--- src/rtl/alu_uart_frontend.sv ---
// Byte-stream front end for the combinational ALU.
// Collects A, B and op code over UART rx, returns result and flags over tx.
module alu_uart_frontend #(
    parameter int NB_DATA    = 8,
    parameter int NB_OP_CODE = 6
) (
    input  logic                  i_clk,
    input  logic                  i_reset,
    input  logic [NB_DATA-1:0]    i_rx_data,
    input  logic                  i_rx_done,
    input  logic [NB_DATA-1:0]    i_alu_result,
    input  logic                  i_alu_zero,
    input  logic                  i_alu_carry,
    input  logic                  i_tx_done,
    output logic [NB_DATA-1:0]    o_data_a,
    output logic [NB_DATA-1:0]    o_data_b,
    output logic [NB_OP_CODE-1:0] o_op_code,
    output logic [NB_DATA-1:0]    o_tx_data,
    output logic                  o_tx_start,
    output logic                  o_busy,
    output logic                  o_rx_drop
);

    typedef enum logic [2:0] {
        WAIT_A,
        WAIT_B,
        WAIT_OP,
        EXEC,
        SEND_RES,
        WAIT_TX_RES,
        SEND_FLG,
        WAIT_TX_FLG
    } state_t;

    state_t state, next_state;

    logic [NB_DATA-1:0]    data_a, data_a_d;
    logic [NB_DATA-1:0]    data_b, data_b_d;
    logic [NB_OP_CODE-1:0] op_code, op_code_d;
    logic [NB_DATA-1:0]    tx_data, tx_data_d;
    logic                  zero_q, zero_d;
    logic                  carry_q, carry_d;
    logic                  tx_start, tx_start_d;
    logic                  busy, busy_d;
    logic                  rx_drop, rx_drop_d;

    always_ff @(posedge i_clk) begin
        if (i_reset) begin
            state    <= WAIT_A;
            data_a   <= '0;
            data_b   <= '0;
            op_code  <= '0;
            tx_data  <= '0;
            zero_q   <= 1'b0;
            carry_q  <= 1'b0;
            tx_start <= 1'b0;
            busy     <= 1'b0;
            rx_drop  <= 1'b0;
        end else begin
            state    <= next_state;
            data_a   <= data_a_d;
            data_b   <= data_b_d;
            op_code  <= op_code_d;
            tx_data  <= tx_data_d;
            zero_q   <= zero_d;
            carry_q  <= carry_d;
            tx_start <= tx_start_d;
            busy     <= busy_d;
            rx_drop  <= rx_drop_d;
        end
    end

    // tx_data and tx_start are loaded on the edge entering a SEND state,
    // so the start pulse and its byte appear together during that state.
    always_comb begin
        next_state = state;
        data_a_d   = data_a;
        data_b_d   = data_b;
        op_code_d  = op_code;
        tx_data_d  = tx_data;
        zero_d     = zero_q;
        carry_d    = carry_q;
        tx_start_d = 1'b0;
        rx_drop_d  = 1'b0;
        unique case (state)
            WAIT_A: begin
                if (i_rx_done) begin
                    data_a_d   = i_rx_data;
                    next_state = WAIT_B;
                end
            end
            WAIT_B: begin
                if (i_rx_done) begin
                    data_b_d   = i_rx_data;
                    next_state = WAIT_OP;
                end
            end
            WAIT_OP: begin
                if (i_rx_done) begin
                    op_code_d  = i_rx_data[NB_OP_CODE-1:0];
                    next_state = EXEC;
                end
            end
            EXEC: begin
                tx_data_d  = i_alu_result;
                zero_d     = i_alu_zero;
                carry_d    = i_alu_carry;
                tx_start_d = 1'b1;
                next_state = SEND_RES;
            end
            SEND_RES: begin
                next_state = WAIT_TX_RES;
            end
            WAIT_TX_RES: begin
                if (i_tx_done) begin
                    tx_data_d  = {{(NB_DATA-2){1'b0}}, carry_q, zero_q};
                    tx_start_d = 1'b1;
                    next_state = SEND_FLG;
                end
            end
            SEND_FLG: begin
                next_state = WAIT_TX_FLG;
            end
            WAIT_TX_FLG: begin
                if (i_tx_done) begin
                    next_state = WAIT_A;
                end
            end
            default: begin
                next_state = WAIT_A;
            end
        endcase
        if (i_rx_done && !(state inside {WAIT_A, WAIT_B, WAIT_OP})) begin
            rx_drop_d = 1'b1;
        end
        busy_d = (next_state != WAIT_A);
    end

    assign o_data_a   = data_a;
    assign o_data_b   = data_b;
    assign o_op_code  = op_code;
    assign o_tx_data  = tx_data;
    assign o_tx_start = tx_start;
    assign o_busy     = busy;
    assign o_rx_drop  = rx_drop;

endmodule
--- config.mk ---
export PLATFORM = sky130hd
export DESIGN_NAME = alu_uart_frontend
export DESIGN_NICKNAME = d
export VERILOG_FILES = /design/src/rtl/alu_uart_frontend.sv
export SDC_FILE = /design/constraint.sdc
export NUM_CORES = 1
export LEC_CHECK = 0
export ABC_AREA = 1
export BUFFER_PORTS_ARGS = -buffer_cell sky130_fd_sc_hd__buf_2
export CAP_MARGIN = 20
export CELL_PAD_IN_SITES_DETAIL_PLACEMENT = 1
export CELL_PAD_IN_SITES_GLOBAL_PLACEMENT = 1
export CORE_UTILIZATION = 33
export DETAILED_ROUTE_END_ITERATION = 10
export GPL_ROUTABILITY_DRIVEN = 0
export HOLD_SLACK_MARGIN = 0.05
export PLACE_DENSITY_LB_ADDON = 0.1
export RECOVER_POWER = 25
export SYNTH_ARGS = -nofsm -noshare
export SYNTH_HDL_FRONTEND = slang
export SYNTH_SLANG_ARGS = --single-unit
export TNS_END_PERCENT = 5
--- constraint.sdc ---
create_clock -name i_clk -period 1.65 [get_ports i_clk]
set_clock_uncertainty 0.1 [all_clocks]
set_input_delay 0.165 -clock i_clk [delete_from_list [all_inputs] [get_ports i_clk]]
set_output_delay 0.165 -clock i_clk [all_outputs]
set_load 0.02 [all_outputs]
After elaboration in Yosys (flattened, before gate mapping)
Index checks and enable logic that the tools add are counted.

word-level totals
  register bits after elaboration = 38
  input bits = 22
  output and inout port bits = 33
  word-level logic and storage cells = 39

operators by class
  equality and inequality tests = 8
  multiplexer cells = 11
  reduce and logical (&&, ||, !) cells = 10

operators with widths
  kind                                                 count
  one-hot mux 3 bit (8 select lines)                   1
  one-hot mux 8 bit (2 select lines)                   1
  2-to-1 mux 3 bit                                     5
  equality test 3 bit, second input constant           4
  2-to-1 mux 8 bit                                     1
  AND reduction 2 bit                                  4
  equality test 3 x 2 -> 1 bit, second input constant  2
  nonzero test 3 bit                                   2
  equality test 3 x 1 -> 1 bit, second input constant  1
  logical NOT 3 bit                                    1
  2-to-1 mux 1 bit                                     2
  inequality test 2 bit, second input constant         1
  one-hot mux 1 bit (2 select lines)                   1
  nonzero test 2 bit                                   1
  logical AND 1 bit                                    1
  logical NOT 1 bit                                    1

Longest topological paths before layout
  depth after elaboration = 5
  depth in mapped cells = 8
  depth with buffers taken out = 8

Worst setup path before layout
No wires, ideal clock.

  path kind = register to register
  from = reg state[2]
  to = reg data_b[0], in the netlist o_data_b[0]
  setup time = 116 ps
  arrival time = 935 ps
  path slack = 499 ps
  cell stages (with the launch flop) = 8
  buffers on the path = 1
  period minus slack after synthesis = 1151 ps
  path through = dfxtp_1 > buf_6 > inv_1 > nand2_1 > nor2_4 > inv_2 > nor2_1 > nor2_1

on the way
  word-level cells in the longest chain between the ends = 2

RTL lines
  element                        line  text
  start: declaration             35    state_t state, next_state;
  start signal: assignment       60    state <= next_state;
  equality test 3 x 1 -> 1 bit   85    unique case (state)
  AND reduction 2 bit (no line)  n/a
  end signal: assignment         62    data_b <= data_b_d;
  end: declaration               38    logic [NB_DATA-1:0] data_b, data_b_d;

No other way between the ends.
A chain may end at the register's enable or synchronous reset.

Worst setup path in the final report
  from = in i_rx_done
  to = reg data_a[5], in the netlist o_data_a[5]

on the way
  word-level cells in the longest chain between the ends = 1

RTL lines
  element                        line  text
  start: declaration             10    input logic i_rx_done,
  AND reduction 2 bit (no line)  n/a
  end signal: assignment         61    data_a <= data_a_d;
  end: declaration               37    logic [NB_DATA-1:0] data_a, data_a_d;

No other way between the ends.

==> flow_summary.json <==
{
  "status": "completed",
  "r2r-start": "state[0]$_SDFF_PP0_",
  "syn-instance-count": 191,
  "synth_nets": 213,
  "fillers": 548,
  "p_leak_nw": 0.932,
  "ys_seq_area_frac": 0.515,
  "clock_latency_ps": 280,
  "layout_common_cells": "nor2_1 (59), dfxtp_1 (38), buf_2 (37)",
  "cp_slowest_stage_delay_ps": 520,
  "diodes": 0,
  "start_util": 0.356,
  "max-clock-path-buffers": 2,
  "met2_length_um": 1830,
  "pin_count": 55,
  "place_area_um2": 1790,
  "slew_headroom": 0.823,
  "worst-endpoint-arrival_ps": 1520,
  "worstSetupStartpointType": "input port",
  "worst_slew_pin_slew_ps": 266,
  "cts_max_level": 2,
  "multiInputGateArea_um2": 634,
  "min_period_ps": 1440,
  "cp_cell_sequence": "dlygate4sd3_1 -> buf_2 -> inv_1 -> nor2_1 -> nand2_2 -> o21ai_0 -> nor2_1",
  "antenna_found_initial": 0,
  "hold_end": "o_data_b[0]$_SDFFE_PP0P_",
  "path_class": "input port to flop",
  "synth_area_um2": 1480,
  "cts_tree": "done",
  "crit_path_frequent_cell": "nor2_1",
  "stdcell_area_um2": 2010,
  "drc": 0,
  "ant_nets": 0,
  "highest_layer": "met4",
  "ys_seq_elements": 38,
  "drt_wl_total_um": 3760,
  "max-cap-violations": 0,
  "row_count": 23,
  "final_nets": 285,
  "die_w_um": 68.9,
  "cts_buffers": 5,
  "yosysWarnings": 0,
  "first_global_vias": 1359,
  "irDropWorstVdd_mv": 0.609,
  "total_power_mw": 2.14,
  "cts_root_buf": "clkbuf_8",
  "crit_path_top_delay_cell": "dlygate4sd3_1",
  "power_density_nw_per_um2": 1060,
  "grt_pass1_wl_um": 6020,
  "post_cts_resized": 0,
  "r2r_end": "o_data_b[1]$_SDFFE_PP0P_",
  "seqCellArea_um2": 761,
  "worstPathMaxFanout": 10,
  "hold_violations": 0,
  "met3_length_um": 230,
  "min_path_cells": 3,
  "dp_hpwl_um": 2680,
  "synth.avg_cell_area_um2": 7.73,
  "fin_setup_tns_ps": 0,
  "hold-worst-slack_ps": 58.7,
  "path_clk_slew_ps": 70,
  "max_freq_mhz": 693,
  "ys_types": 18,
  "drive_gt1_frac": 0.224,
  "area_delta_synth_final_pct": 36.4,
  "avgRoutedWirePerCell_um": 12.0,
  "reg2reg_depth": 5,
  "dieHeight_um": 68.9,
  "grt_usage": 0.178,
  "hp-class": "input port to flop",
  "grt_max_degree": 30,
  "final_common_cell": "nor2_1",
  "dr.first_iter.drc_count": 68,
  "reg2reg_slack_ps": 340,
  "setup_viol": 0,
  "rsz0062_at_grt": "no",
  "fp.dieArea_um2": 4750,
  "vias_per_cell": 4.52,
  "slew_viol_final": 0,
  "min_period_over_period": 0.874,
  "hold_start": "i_rx_data[0]",
  "cts_post_setup_buffers_inserted": 0,
  "drt-met1-wl_um": 1680,
  "crit_path_end_kind": "flop",
  "drt-pass1-iter-count": 4,
  "cp.required_ps": 1730,
  "gr-total-overflow": 0,
  "coreArea_um2": 4140,
  "cts.sinks": 38,
  "io_buffers": 54,
  "vias": 1416
}
-- how the worst max path moves through the flow --
stage / slack, ps / depth (start not counted) / endpoint / from
floorplan: 500 / 7 / o_data_b[0]$_SDFFE_PP0P_ / state[2]$_SDFF_PP0_
finish: 210 / 7 / o_data_a[5]$_SDFFE_PP0P_ / i_rx_done
global route: 50 / 7 / o_data_a[1]$_SDFFE_PP0P_ / i_rx_done
detailed placement: 350 / 5 / o_data_b[2]$_SDFFE_PP0P_ / state[0]$_SDFF_PP0_
global placement: 360 / 5 / o_data_b[7]$_SDFFE_PP0P_ / state[0]$_SDFF_PP0_
CTS: 210 / 7 / o_data_a[5]$_SDFFE_PP0P_ / i_rx_done
-- Yosys cell counts --
library cell  instances  share of area
o21ai_0              23          0.078
nor2_4                2          0.015
o21ai_1               2         0.0068
dfxtp_1              38           0.52
inv_1                 8          0.020
buf_6                 2          0.015
a21oi_1               7          0.024
nand2_1              33          0.084
nand3_1               3          0.010
clkinv_2              1         0.0034
clkbuf_1              1         0.0025
inv_2                 2         0.0051
nand2_2               4          0.017
nand4_1               1         0.0042
buf_2                 1         0.0034
buf_4                 1         0.0051
nor2_8                3          0.041
nor2_1               59           0.15
-- cell families (layout without fill, tap and decap cells) --
| kind of cell | Yosys count | count (layout) | share of synthesized area |
|---|---|---|---|
| AO/OA/AOI/OAI | 32 | 32 | 0.108 |
| buffers and inverters | 16 | 88 | 0.0551 |
| flip-flops | 38 | 38 | 0.515 |
| AND/OR/NAND/NOR | 105 | 105 | 0.321 |
-- routing by layer --
layer  vias to the layer above  global-route usage
met3                         2              0.0691
met4                         0              0.0612
met2                        43               0.320
li1                        743                   -
met1                       628               0.187
met5                         -                   0
-- report_power, final --
group / switching [mW] / internal [mW] / leakage, nW
clock network: 0.310 / 0.484 / 0.0573
registers: 0.0353 / 0.976 / 0.310
logic: 0.211 / 0.119 / 0.565
-- area by class of cell --
type / count / share of cell area
clock buffer: 6 / 0.0410
clock inverter: 1 / 0.0149
inverter: 11 / 0.0211
multi-input combinational: 137 / 0.315
sequential: 38 / 0.378
tap: 50 / 0.0311
timing repair buffer: 70 / 0.199
-- critical path, delay by kind of cell --
family	cells	cell delay, ps
and+or+nand+nor	3	440
buffers and inverters	3	700
AOI/OAI and AO/OA	1	200
-- state kept, by name (all words and copies together) (netlist names) --
signal	cells
o_data_a	8
o_data_b	8
o_tx_data	8
o_op_code	6
state	3
carry_q	1
o_busy	1
o_rx_drop	1
o_tx_start	1
zero_q	1
-- metrics by stage --
stage	setup slack (ps)	utilization	instances
floorplan	499	-	191
global placement	359	0.433	293
detailed placement	348	0.433	293
CTS	214	0.489	312
global route	54.0	0.486	313
finish	207	0.486	313
-- what timing repair did --
action                     in CTS  in global routing
hold endpoints to repair       12                  1
setup endpoints to repair       0                  0
hold buffers                   12                  1
(Power assumes the default switching activity.)
